### config.mk
export PLATFORM = sky130hd
export DESIGN_NAME = nv_nvdla_mcif_wr_cpl_tracker
export DESIGN_NICKNAME = d
export VERILOG_FILES = /design/src/rtl/nv_nvdla_mcif_wr_cpl_tracker.sv
export SDC_FILE = /design/constraint.sdc
export NUM_CORES = 1
export LEC_CHECK = 0
export BUFFER_PORTS_ARGS = -buffer_cell sky130_fd_sc_hd__buf_2
export CAP_MARGIN = 0
export CORE_UTILIZATION = 59
export CTS_BUF_LIST = sky130_fd_sc_hd__clkbuf_16
export DETAILED_ROUTE_END_ITERATION = 8
export PLACE_DENSITY = 0.81
export RECOVER_POWER = 100
export SYNTH_ARGS = -nofsm -noshare
export SYNTH_HDL_FRONTEND = slang
export SYNTH_SLANG_ARGS = --single-unit
### constraint.sdc
create_clock -name nvdla_core_clk -period 5.6 [get_ports nvdla_core_clk]
set_clock_uncertainty 0.2 [all_clocks]
set_input_delay 0.56 -clock nvdla_core_clk [delete_from_list [all_inputs] [get_ports nvdla_core_clk]]
set_output_delay 0.56 -clock nvdla_core_clk [all_outputs]
set_load 0.02 [all_outputs]
### src/rtl/nv_nvdla_mcif_wr_cpl_tracker.sv
// MCIF write completion tracker: per-client in-order context queues,
// outstanding-beat metering against reg2dp_wr_os_cnt, B-response routing
// and per-client completion pulses with sticky error flags.

// Per-client context queue. Pointers carry one extra wrap bit so full and
// empty are distinguishable without a separate count.
module nv_nvdla_mcif_wr_cpl_tracker_cq #(
  parameter int DW    = 3,
  parameter int DEPTH = 8
) (
  input  logic          clk,
  input  logic          rstn,
  input  logic          push,
  input  logic [DW-1:0] din,
  input  logic          pop,
  output logic [DW-1:0] dout,
  output logic          full,
  output logic          empty
);
  localparam int AW = (DEPTH > 1) ? $clog2(DEPTH) : 1;

  logic [AW:0]   wr_ptr, rd_ptr;
  logic [DW-1:0] mem [DEPTH];

  // Pointer update; reset discards every queued context.
  always_ff @(posedge clk) begin
    if (!rstn) begin
      wr_ptr <= '0;
      rd_ptr <= '0;
    end else begin
      if (push) wr_ptr <= wr_ptr + 1'b1;
      if (pop)  rd_ptr <= rd_ptr + 1'b1;
    end
  end

  // Storage needs no reset: an entry is only read after it was written.
  always_ff @(posedge clk) begin
    if (push) mem[wr_ptr[AW-1:0]] <= din;
  end

  assign dout  = mem[rd_ptr[AW-1:0]];
  assign empty = (wr_ptr == rd_ptr);
  assign full  = (wr_ptr[AW] != rd_ptr[AW]) && (wr_ptr[AW-1:0] == rd_ptr[AW-1:0]);
endmodule

module nv_nvdla_mcif_wr_cpl_tracker #(
  parameter int NUM_CLIENTS = 5,
  parameter int ID_W        = 8,
  parameter int LEN_W       = 2,
  parameter int CQ_DEPTH    = 8,
  parameter int OS_W        = 9
) (
  input  logic                   nvdla_core_clk,
  input  logic                   nvdla_core_rstn,
  input  logic                   aw_issue_vld,
  output logic                   aw_issue_rdy,
  input  logic [ID_W-1:0]        aw_issue_id,
  input  logic [LEN_W-1:0]       aw_issue_len,
  input  logic                   aw_issue_ack_req,
  input  logic [7:0]             reg2dp_wr_os_cnt,
  input  logic                   b_vld,
  output logic                   b_rdy,
  input  logic [ID_W-1:0]        b_id,
  output logic [NUM_CLIENTS-1:0] wr_rsp_complete,
  output logic [OS_W-1:0]        os_beats,
  output logic                   err_bad_id,
  output logic                   err_underflow
);
  localparam int CL_W = (NUM_CLIENTS > 1) ? $clog2(NUM_CLIENTS) : 1;
  localparam logic [OS_W:0]   ONE_X = 1;
  localparam logic [OS_W-1:0] ONE   = 1;

  typedef struct packed {
    logic [LEN_W-1:0] len;
    logic             ack_req;
  } cq_entry_t;

  logic [CL_W-1:0] cl, bc;
  logic            cl_ok, cl_full, bc_ok, bc_empty;
  cq_entry_t       bc_head, aw_entry;
  logic            aw_acc, b_hs, b_pop;
  logic [OS_W:0]   beats_need, beats_limit;
  logic [OS_W-1:0] issue_beats, rel_beats;

  logic      [NUM_CLIENTS-1:0] q_push, q_pop, q_full, q_empty, head_ack;
  cq_entry_t [NUM_CLIENTS-1:0] q_head;

  assign cl = aw_issue_id[CL_W-1:0];
  assign bc = b_id[CL_W-1:0];
  assign aw_entry = '{len: aw_issue_len, ack_req: aw_issue_ack_req};

  // Select per-client status for the issuing and responding client; ids
  // beyond NUM_CLIENTS match no client and leave *_ok low.
  always_comb begin
    cl_ok    = 1'b0;
    cl_full  = 1'b0;
    bc_ok    = 1'b0;
    bc_empty = 1'b1;
    bc_head  = '0;
    for (int i = 0; i < NUM_CLIENTS; i++) begin
      if (cl == CL_W'(i)) begin
        cl_ok   = 1'b1;
        cl_full = q_full[i];
      end
      if (bc == CL_W'(i)) begin
        bc_ok    = 1'b1;
        bc_empty = q_empty[i];
        bc_head  = q_head[i];
      end
    end
  end

  // One extra bit keeps the limit compare free of overflow.
  assign beats_need   = {1'b0, os_beats} + (OS_W+1)'(aw_issue_len) + ONE_X;
  assign beats_limit  = (OS_W+1)'(reg2dp_wr_os_cnt) + ONE_X;
  assign aw_issue_rdy = nvdla_core_rstn && cl_ok && !cl_full && (beats_need <= beats_limit);

  assign aw_acc = aw_issue_vld && aw_issue_rdy;
  assign b_hs   = b_vld && b_rdy;
  assign b_pop  = b_hs && bc_ok && !bc_empty;

  assign issue_beats = aw_acc ? (OS_W'(aw_issue_len) + ONE) : '0;
  assign rel_beats   = b_pop  ? (OS_W'(bc_head.len)  + ONE) : '0;

  genvar g;
  generate
    for (g = 0; g < NUM_CLIENTS; g++) begin : g_cq
      assign q_push[g]   = aw_acc && (cl == CL_W'(g));
      assign q_pop[g]    = b_pop  && (bc == CL_W'(g));
      assign head_ack[g] = q_head[g].ack_req;

      nv_nvdla_mcif_wr_cpl_tracker_cq #(
        .DW    (LEN_W + 1),
        .DEPTH (CQ_DEPTH)
      ) u_cq (
        .clk   (nvdla_core_clk),
        .rstn  (nvdla_core_rstn),
        .push  (q_push[g]),
        .din   (aw_entry),
        .pop   (q_pop[g]),
        .dout  (q_head[g]),
        .full  (q_full[g]),
        .empty (q_empty[g])
      );
    end
  endgenerate

  // Outstanding beats, completion pulses, B ready and sticky error flags.
  always_ff @(posedge nvdla_core_clk) begin
    if (!nvdla_core_rstn) begin
      os_beats        <= '0;
      wr_rsp_complete <= '0;
      b_rdy           <= 1'b0;
      err_bad_id      <= 1'b0;
      err_underflow   <= 1'b0;
    end else begin
      os_beats        <= os_beats + issue_beats - rel_beats;
      wr_rsp_complete <= q_pop & head_ack;
      b_rdy           <= 1'b1;
      if (b_hs && !bc_ok)            err_bad_id    <= 1'b1;
      if (b_hs && bc_ok && bc_empty) err_underflow <= 1'b1;
    end
  end
endmodule

**Yosys cells after proc, flatten, opt, wreduce, memory -nomap -nowiden**

Memory sizes are Yosys's and may differ from the RTL's. A register that Yosys moved wholly into a read port is not among the register bits.
Cells that the tools add are included.

- Reduce and logical (&&, ||, !) cells: 29
- Order comparisons: 1
- Multiply operators: 0
- Div/mod/pow operators: 0
- Eq/ne operators: 23
- Bitwise logic cells: 1
- Add/subtract/negate cells: 17
- Muxes and demuxes: 48
- Shift-type cells: 0

Operators by type and width:

| cell | count |
|---|---|
| $mux W3 | 17 |
| $add A4 B1 Y4 const B | 10 |
| $mux W1 | 31 |
| $logic_and A1 B1 Y1 | 24 |
| $eq A4 B4 Y1 | 5 |
| $eq A3 B3 Y1 | 5 |
| $eq A3 B2 Y1 const B | 4 |
| $add A10 B1 Y10 const B | 1 |
| $add A9 B2 Y10 | 1 |
| $le A10 B9 Y1 | 1 |
| $add A8 B1 Y9 const B | 1 |
| $add A9 B3 Y9 | 1 |
| $sub A9 B3 Y9 | 1 |
| $add A2 B1 Y3 const B | 2 |
| $eq A3 B1 Y1 const B | 2 |
| $eq A3 B3 Y1 const B | 2 |
| $logic_not A3 Y1 | 2 |
| $and A5 B5 Y5 | 1 |
| $ne A1 B1 Y1 | 5 |
| $logic_not A1 Y1 | 3 |

- Output and inout port bits: 18
- Register bits: 57
- Latch bits: 0
- RAM bits: 120
- Memories: 5
- Word-level logic and storage cells: 139
- Memory bits (read-only): 0

Memories:

| memory | depth | width | read ports | clocked after Yosys merged registers in | write ports | line | source |
|---|---|---|---|---|---|---|---|
| g_cq[0].u_cq.mem | 8 | 3 | 1 | 1 | 1 | 23 | `logic [DW-1:0] mem [DEPTH];` |
| g_cq[1].u_cq.mem | 8 | 3 | 1 | 1 | 1 | 23 |  |
| g_cq[2].u_cq.mem | 8 | 3 | 1 | 1 | 1 | 23 |  |
| g_cq[3].u_cq.mem | 8 | 3 | 1 | 1 | 1 | 23 |  |
| g_cq[4].u_cq.mem | 8 | 3 | 1 | 1 | 1 | 23 |  |

**Logic depth before layout (Yosys ltp)**

Gate-level depths: netlist of the first run.

- Word-level depth: 14
- Mapped depth: 26

**Hierarchy**

From an unflattened synthesis of the first run, not the netlist that was laid out.

- Cell total of the unflattened synthesis: 665
- Area, all modules: 8978.6 µm²

By module, submodules not included:

| module | cells an instance | area an instance (µm²) | instances |
|---|---|---|---|
| nv_nvdla_mcif_wr_cpl_tracker_cq | 90 | 1433.9 | 5 |
| nv_nvdla_mcif_wr_cpl_tracker | 215 | 1809.2 | 1 |

**Least setup slack after synthesis of the first run**

No wires, ideal clock.

- Path type: input to register
- From: input aw_issue_len[0]
- To: register os_beats[7]
- Data arrival time: 4982 ps
- Library setup time: 72 ps
- Buffers on the path: 1
- Stages on the path: 22
- Setup slack: 346 ps
- Path through: inv_1 -> ha_1 -> inv_1 -> fa_1 -> and3_1 -> xnor2_1 -> ha_1 -> nand4_1 -> o221a_2 -> o21ai_1 -> clkbuf_1 -> nor2_1 -> nand2_1 -> fa_1 -> inv_1 -> ha_1 -> a21o_1 -> a21oi_1 -> o21ai_0 -> a2111o_1 -> o311ai_0 -> mux2i_1

- Longest elaborated chain between the ends: 8
- Elaborated cells between the ends (all ways): 9

Ends and longest elaborated chain:

| what | line | source |
|---|---|---|
| from (decl) | 58 | `input logic [LEN_W-1:0] aw_issue_len,` |
| $add A9 B2 Y10 | 114 | `assign beats_need = {1'b0, os_beats} + (OS_W+1)'(aw_issue_len) + ONE_X;` |
| $add A10 B1 Y10 | 114 |  |
| $le A10 B9 Y1 | 116 | `assign aw_issue_rdy = nvdla_core_rstn && cl_ok && !cl_full && (beats_need <= beats_limit);` |
| $logic_and A1 B1 Y1 | 116 |  |
| $logic_and A1 B1 Y1 | 118 | `assign aw_acc = aw_issue_vld && aw_issue_rdy;` |
| $mux W3 (*) | 122 | `assign issue_beats = aw_acc ? (OS_W'(aw_issue_len) + ONE) : '0;` |
| $add A9 B3 Y9 (*) | 157 | `os_beats <= os_beats + issue_beats - rel_beats;` |
| $sub A9 B3 Y9 (*) | 157 |  |
| to (signal assigned) | 157 |  |
| to (decl) | 65 | `output logic [OS_W-1:0] os_beats,` |

Every way passes the cells marked *; elsewhere a longest branch is shown, timed or not.
A chain may end at the register's enable or synchronous reset.

**Final worst setup path of the first run**

- From: register os_beats[0]
- To: register os_beats[7]

- Longest elaborated chain between the ends: 8

Ends and longest elaborated chain:

| what | line |
|---|---|
| $add A9 B2 Y10 | 114 |
| $add A10 B1 Y10 | 114 |
| $le A10 B9 Y1 | 116 |
| $logic_and A1 B1 Y1 | 116 |
| $logic_and A1 B1 Y1 | 118 |
| $mux W3 | 122 |
| $add A9 B3 Y9 (*) | 157 |
| $sub A9 B3 Y9 (*) | 157 |

Marked as above.

==> parameters.txt, run 1 <==
Parameter                              Value

STA
  Hold Violations, Final    0
  Max Transition Viols Final    144
  Setup violation total in the final timing report    0
  Transition time at the pin with the least slew margin    2.54 ns
  Upper clock frequency limit    195 MHz
  Clock period minus worst slack    5.14 ns
  Post-route fraction of the period consumed by the critical path    91.8%
  Setup TNS after final layout    0 ns
  Relative slew slack    -69.1%
  Setup repair after global routing missed its margin    false
  Final worst hold slack    0.274 ns

Yosys
  Yosys warning total    0
  Cell area after synthesis    9210 um2
  Top flip-flop cell by instance count after synthesis    sky130_fd_sc_hd__edfxtp_1
  Cell count after synthesis    728
  Largest area contributor in the synthesized netlist    sky130_fd_sc_hd__edfxtp_1
  Proportion of synthesized chip area in sequential cells    54.8%
  Synth unique cells    64
  Ranking of synthesized cells by instance count    120 x sky130_fd_sc_hd__edfxtp_1, 72 x sky130_fd_sc_hd__dfxtp_1, 49 x sky130_fd_sc_hd__nand2_1
  Share of async-settable or async-resettable flops after synthesis    0%
  Portion of synthesized cell area occupied by the leading cell type    39.1%
  Most frequent cell after synthesis    sky130_fd_sc_hd__edfxtp_1
  Average cell area after synthesis    12.7 um2
  Count of flip-flops with a built-in enable after synthesis    120
  Cell types with the largest area share after synthesis    sky130_fd_sc_hd__edfxtp_1 39%, sky130_fd_sc_hd__dfxtp_1 16%, sky130_fd_sc_hd__mux4_2 7.3%, sky130_fd_sc_hd__ha_1 5.3%, sky130_fd_sc_hd__mux2i_1 3.5%
  Post-synth net total    802
  Synthesized flop and latch total    192

Detailed routing
  Final ANT Viol Nets    0
  Number of iterations in the first detailed-routing pass    6
  Number of design-rule violations left by the first detailed-router iteration    433
  Routed vias/inst    6.14
  Routed Wire Length    18800 um
  Remaining DRCs    0
  Post-detailed-route wirelength per cell    19.6 um
  Overall via count from detail_route    5891

Floorplan
  Core area    15200 um2
  Die width    127 um
  Chip Height    127 um
  Initial standard-cell utilization of the core    60.6%
  Cell row count    45
  Total die area    16100 um2
  Number of placed I/O pins    49

Setup path
  Type of element capturing the critical path    flop
  Setup slack of the worst register-to-register path    0.46 ns
  Setup Crit Path Kind    reg2reg
  Delay of the slowest cell on the worst path    0.54 ns
  Maximum fanout encountered on the critical timing path    3
  Data required time of the critical path    5.76 ns
  Crit path launch type    flop
  Crit path buffers/inverters    3
  Cell Chain, Critical Path    inv_1 > ha_1 > inv_1 > fa_1 > and3_1 > nand3_1 > xnor2_1 > ha_1 > nor4_1 > o221a_2 > o21ai_1 > nor2_1 > nand2_1 > fa_1 > inv_1 > ha_1 > a21o_1 > a21oi_1 > o21ai_0 > a2111o_1 > o311ai_0 > mux2i_1
  Crit path max-delay cell type    sky130_fd_sc_hd__fa_1
  Family with the most delay on the worst path    adder cells
  Signal arrival time at the worst endpoint    5.30 ns

Power
  Worst vdd ir    0.222 mV
  Leakage power total    3.63 nW
  Power per unit of standard cell area    335 nW/um2

Outcome
  Violations in the final reports    capacitance limit, slew limit
  Status    finished with violations

Place
  DP Wirelength    13200 um
  Last weighted congestion value of the routability-driven placer    0.883
  Port-buffer cells    38

Global route
  Total GRT Usage    25.0%
  Vias in the first global route    5806
  Wire length of the first global-routing pass    30300 um
  Antenna violations before repair    1
  Global-route congestion overflow total    0
  Maximum number of pins on one net before global-route repair    61

Clock tree
  Clock tree root buffer cell    sky130_fd_sc_hd__clkbuf_16
  Maximum clock insertion buffer count    2
  Number of clock sinks    192
  Post-cts repair resize count    0
  Setup fix buffers added after clock tree synthesis    0
  Number of buffers inserted for hold repair after clock tree synthesis    0
  Number of buffers created by CTS    17
  Clock insertion delay at the later pin of the skew report    0.44 ns
  Clock tree from TritonCTS    done
  Clock Pin Slew Worst Setup and Hold Paths    0.07 ns
  H-Tree Depth    4

Cells and area
  Post-route core utilization    65.7%
  Number of nets at the end of the flow    832
  Fraction of final layout cells sized beyond drive strength 1    11.8%
  Antenna cell count    0
  Multi-input gate area in the final layout    3790 um2
  Sequential Area    5040 um2
  Filler cells    1118
  Area growth syn-to-layout    8.40%

Min path
  Path type of the worst min-delay path    in2reg

Job
  Reported max-cap violation count    4
kinds of logic (layout without fill, tap and decap cells):
kind of cell	after synthesis	in the layout	share of synthesized area [%]
AOI/OAI and AO/OA	69	69	5.34
xor gates and xnor gates	43	43	4.09
adders and majority gates	43	43	6.17
buffers and inverters	73	116	3.33
DFF	192	192	54.8
muxes	64	64	11.1
and+or+nand+nor	244	244	15.2
per-stage QoR:
| step | instance area [um2] | worst slack (ns) | power [mW] | cells |
|---|---|---|---|---|
| 2_1_floorplan | 9210 | 0.346 | 2.03 | 728 |
| 3_3_place_gp | 9530 | 0.285 | 2.17 | 927 |
| 3_5_place_dp | 9530 | 0.0752 | 2.20 | 927 |
| 4_1_cts | 10100 | 0.459 | 3.36 | 959 |
| 5_1_grt | 9980 | 0.0736 | 3.48 | 959 |
| 6_report | 9980 | 0.462 | 3.35 | 959 |
power by group:
group	switching (mW)	internal [mW]
combinational	0.361	0.225
sequential	0.0474	1.53
clock	0.527	0.655
total	0.935	2.41
worst register-to-register path, stage by stage (launching register included):
cell                       delay [ns]
sky130_fd_sc_hd__dfxtp_1         0.34
sky130_fd_sc_hd__inv_1           0.08
sky130_fd_sc_hd__ha_1            0.14
sky130_fd_sc_hd__inv_1           0.05
sky130_fd_sc_hd__fa_1            0.38
sky130_fd_sc_hd__and3_1          0.23
sky130_fd_sc_hd__nand3_1         0.10
sky130_fd_sc_hd__xnor2_1         0.08
sky130_fd_sc_hd__ha_1            0.22
sky130_fd_sc_hd__nor4_1          0.33
sky130_fd_sc_hd__o221a_2         0.26
sky130_fd_sc_hd__o21ai_1         0.08
sky130_fd_sc_hd__nor2_1          0.22
sky130_fd_sc_hd__nand2_1         0.10
sky130_fd_sc_hd__fa_1            0.54
sky130_fd_sc_hd__inv_1           0.06
sky130_fd_sc_hd__ha_1            0.29
sky130_fd_sc_hd__a21o_1          0.18
sky130_fd_sc_hd__a21oi_1         0.22
sky130_fd_sc_hd__o21ai_0         0.17
sky130_fd_sc_hd__a2111o_1        0.43
sky130_fd_sc_hd__o311ai_0        0.14
sky130_fd_sc_hd__mux2i_1         0.22
final timing paths:
path                                              from                     end  cells after the start
worst max-delay path                       os_beats[0]             os_beats[7]                     22
worst min-delay path                             b_vld           err_underflow                      3
worst max register to register             os_beats[0]             os_beats[7]                     22
worst min register to register  g_cq[0].u_cq.rd_ptr[3]  g_cq[0].u_cq.rd_ptr[3]                      2
registers in the layout, summed over array words and instances (netlist names), named ones only:
name	count
b_rdy	1
g_cq.u_cq.rd_ptr	20
g_cq.u_cq.wr_ptr	20
err_underflow	1
err_bad_id	1
os_beats	9
g_cq.u_cq.mem	120
wr_rsp_complete	5
metal layers:
layer	global-route usage [%]	share of wire, %
met5	0	0.048
met4	9.52	1.9
met3	5.65	6.5
met2	41.3	49
met1	32.5	43
layout make-up:
class,instances,share of cell area [%]
clock buffers,17,4.26
flip-flops and latches,192,50.5
repair buffers,45,1.98
clock inverters,15,1.44
inverters,39,1.47
well taps,188,2.36
multi-input cells,463,38.0
cells in the final DEF, fill, tap and decap left out, types with 5 or more instances in the layout:
| master | netlist | layout |
|---|---|---|
| sky130_fd_sc_hd__mux2i_1 | 32 | 32 |
| sky130_fd_sc_hd__and3_1 | 15 | 15 |
| sky130_fd_sc_hd__o21ai_0 | 9 | 9 |
| sky130_fd_sc_hd__nor3b_1 | 12 | 12 |
| sky130_fd_sc_hd__a211oi_1 | 6 | 6 |
| sky130_fd_sc_hd__nor2b_1 | 11 | 11 |
| sky130_fd_sc_hd__o41ai_1 | 8 | 8 |
| sky130_fd_sc_hd__clkbuf_1 | 18 | 26 |
| sky130_fd_sc_hd__a21oi_1 | 13 | 13 |
| sky130_fd_sc_hd__nor2_1 | 31 | 31 |
| sky130_fd_sc_hd__xnor2_1 | 17 | 17 |
| sky130_fd_sc_hd__nand2b_1 | 15 | 15 |
| sky130_fd_sc_hd__or4_1 | 5 | 6 |
| sky130_fd_sc_hd__or3_1 | 5 | 5 |
| sky130_fd_sc_hd__nor4_1 | 10 | 14 |
| sky130_fd_sc_hd__edfxtp_1 | 120 | 120 |
| sky130_fd_sc_hd__ha_1 | 39 | 39 |
| sky130_fd_sc_hd__nand4_1 | 11 | 11 |
| sky130_fd_sc_hd__o311ai_0 | 8 | 8 |
| sky130_fd_sc_hd__nor3_1 | 28 | 28 |
| sky130_fd_sc_hd__nand3_1 | 15 | 17 |
| sky130_fd_sc_hd__and2_1 | 11 | 10 |
| sky130_fd_sc_hd__clkinv_2 | 0 | 5 |
| sky130_fd_sc_hd__dfxtp_1 | 72 | 72 |
| sky130_fd_sc_hd__buf_2 | 10 | 17 |
| sky130_fd_sc_hd__inv_1 | 39 | 40 |
| sky130_fd_sc_hd__xor2_1 | 26 | 26 |
| sky130_fd_sc_hd__mux4_2 | 30 | 30 |
| sky130_fd_sc_hd__clkbuf_16 | 0 | 17 |
| sky130_fd_sc_hd__nand2_1 | 49 | 49 |
Power figures use the tool's default switching activity.
==> run 2, diff against run 1 <==
MAX_ROUTING_LAYER = met4   (was unset)
==> parameters.txt, run 2 (synthesis results as in run 1) <==
Parameter                              Value

Floorplan
  Total die area    16100 um2
  Initial standard-cell utilization of the core    60.6%
  Chip Height    127 um
  Die width    127 um
  Core area    15200 um2
  Cell row count    45
  Number of placed I/O pins    49

Outcome
  Status    finished with violations
  Violations in the final reports    capacitance limit, slew limit

Clock tree
  Post-cts repair resize count    0
  Clock insertion delay at the later pin of the skew report    0.43 ns
  Number of buffers created by CTS    17
  Number of buffers inserted for hold repair after clock tree synthesis    0
  Number of clock sinks    192
  Clock tree from TritonCTS    done
  H-Tree Depth    4
  Setup fix buffers added after clock tree synthesis    0
  Clock Pin Slew Worst Setup and Hold Paths    0.07 ns
  Maximum clock insertion buffer count    2
  Clock tree root buffer cell    sky130_fd_sc_hd__clkbuf_16

Global route
  Vias in the first global route    5822
  Global-route congestion overflow total    0
  Wire length of the first global-routing pass    30300 um
  Total GRT Usage    25.8%
  Antenna violations before repair    0
  Maximum number of pins on one net before global-route repair    61

Power
  Portion of total power attributed to sequential cells    47.2%
  Power per unit of standard cell area    335 nW/um2
  Combinational group share of total power    17.5%
  Switching Power    929 uW
  Design internal power    2.41 mW
  Leakage power total    3.63 nW
  Net switching fraction of the power    27.8%
  Power share of the clock group    35.3%
  Worst vdd ir    0.221 mV

Cells and area
  Finished Layout Cells    959
  Fraction of final layout cells sized beyond drive strength 1    11.8%
  Cell area after layout    9980 um2
  Antenna cell count    0
  Area growth syn-to-layout    8.40%
  Flip-flop count of the largest register after layout    120
  Number of nets at the end of the flow    832
  Commonest cells after routing, fill and taps aside    120 x sky130_fd_sc_hd__edfxtp_1, 72 x sky130_fd_sc_hd__dfxtp_1, 49 x sky130_fd_sc_hd__nand2_1
  Commonest non-fill, non-tap cell in the layout    sky130_fd_sc_hd__edfxtp_1

Place
  DP Wirelength    13200 um
  Port-buffer cells    38
  Cell total after placement    927
  Last weighted congestion value of the routability-driven placer    0.897
  Instance area after placement    9530 um2

Detailed routing
  Post-detailed-route wirelength per cell    19.6 um
  Number of iterations in the first detailed-routing pass    8
  Overall via count from detail_route    5886
  Final ANT Viol Nets    0
  Routed vias/inst    6.14
  Routed Wire Length    18800 um
  Remaining DRCs    0
  Number of design-rule violations left by the first detailed-router iteration    433

Setup path
  Signal arrival time at the worst endpoint    5.29 ns
  Setup Crit Path Kind    reg2reg
  Maximum fanout encountered on the critical timing path    3
  Setup slack of the worst register-to-register path    0.47 ns
  Crit path launch type    flop
  Data required time of the critical path    5.76 ns
  Type of element capturing the critical path    flop

STA
  Setup violation total in the final timing report    0
  Relative slew slack    -69.1%
  Max Transition Viols Final    144
  Hold Violations, Final    0
  Setup repair after global routing missed its margin    false
  Clock period minus worst slack    5.13 ns
  Post-route fraction of the period consumed by the critical path    91.7%
  Setup TNS after final layout    0 ns
  Transition time at the pin with the least slew margin    2.54 ns
  Upper clock frequency limit    195 MHz
  Final worst hold slack    0.273 ns

Min path
  Path type of the worst min-delay path    in2reg

Job
  Reported max-cap violation count    4
[run 2: cell counts in the layout (fill, tap and decap cells not counted)]
No cell type changed its count.
[run 2: layout make-up]
type,instances,area (um2)
sequential,192,5040
fill,1118,5220
inverter,39,146
timing repair buffer,45,198
clock inverter,15,144
tap,188,235
multi-input combinational,463,3790
clock buffer,17,425
[run 2: path summary, 6_finish.rpt]
kind                             to  depth (start not counted)                   start
max                     os_beats[7]                         22             os_beats[0]
min reg2reg  g_cq[1].u_cq.rd_ptr[3]                          2  g_cq[1].u_cq.rd_ptr[3]
max reg2reg             os_beats[7]                         22             os_beats[0]
min                   err_underflow                          3                   b_vld
[run 2: power by group through the flow]
stage / registers [mW] / logic [mW] / clock network [mW]
3_3_place_gp: 1.60 / 0.562 / 0
5_1_grt: 1.58 / 0.652 / 1.24
4_1_cts: 1.58 / 0.596 / 1.19
2_1_floorplan: 1.62 / 0.404 / 0
3_5_place_dp: 1.61 / 0.592 / 0
6_report: 1.58 / 0.585 / 1.18
[run 2: through the flow]
stage                     setup slack, ns  power (mW)  util [%]
after floorplan                     0.346        2.03         -
after global placement              0.285        2.17      62.7
after detailed placement           0.0752        2.20      62.7
after CTS                           0.459        3.36      66.4
after global routing               0.0736        3.48      65.7
final                               0.466        3.34      65.7
[run 2: worst max-delay path, cell delays in order, from the launching register on]
cell	delay, ns
sky130_fd_sc_hd__dfxtp_1	0.34
sky130_fd_sc_hd__inv_1	0.08
sky130_fd_sc_hd__ha_1	0.14
sky130_fd_sc_hd__inv_1	0.04
sky130_fd_sc_hd__fa_1	0.38
sky130_fd_sc_hd__and3_1	0.23
sky130_fd_sc_hd__nand3_1	0.10
sky130_fd_sc_hd__xnor2_1	0.08
sky130_fd_sc_hd__ha_1	0.22
sky130_fd_sc_hd__nor4_1	0.34
sky130_fd_sc_hd__o221a_2	0.26
sky130_fd_sc_hd__o21ai_1	0.08
sky130_fd_sc_hd__nor2_1	0.22
sky130_fd_sc_hd__nand2_1	0.10
sky130_fd_sc_hd__fa_1	0.54
sky130_fd_sc_hd__inv_1	0.06
sky130_fd_sc_hd__ha_1	0.29
sky130_fd_sc_hd__a21o_1	0.18
sky130_fd_sc_hd__a21oi_1	0.22
sky130_fd_sc_hd__o21ai_0	0.17
sky130_fd_sc_hd__a2111o_1	0.42
sky130_fd_sc_hd__o311ai_0	0.14
sky130_fd_sc_hd__mux2i_1	0.22
[run 2: metal layers]
metal | vias up | track usage [%] | routed length (um)
met5 | - | - | 0
met4 | 0 | 10.2 | 424
met3 | 33 | 5.31 | 1070
met2 | 174 | 40.9 | 9040
met1 | 2889 | 32.7 | 8250
li1 | 2790 | - | -
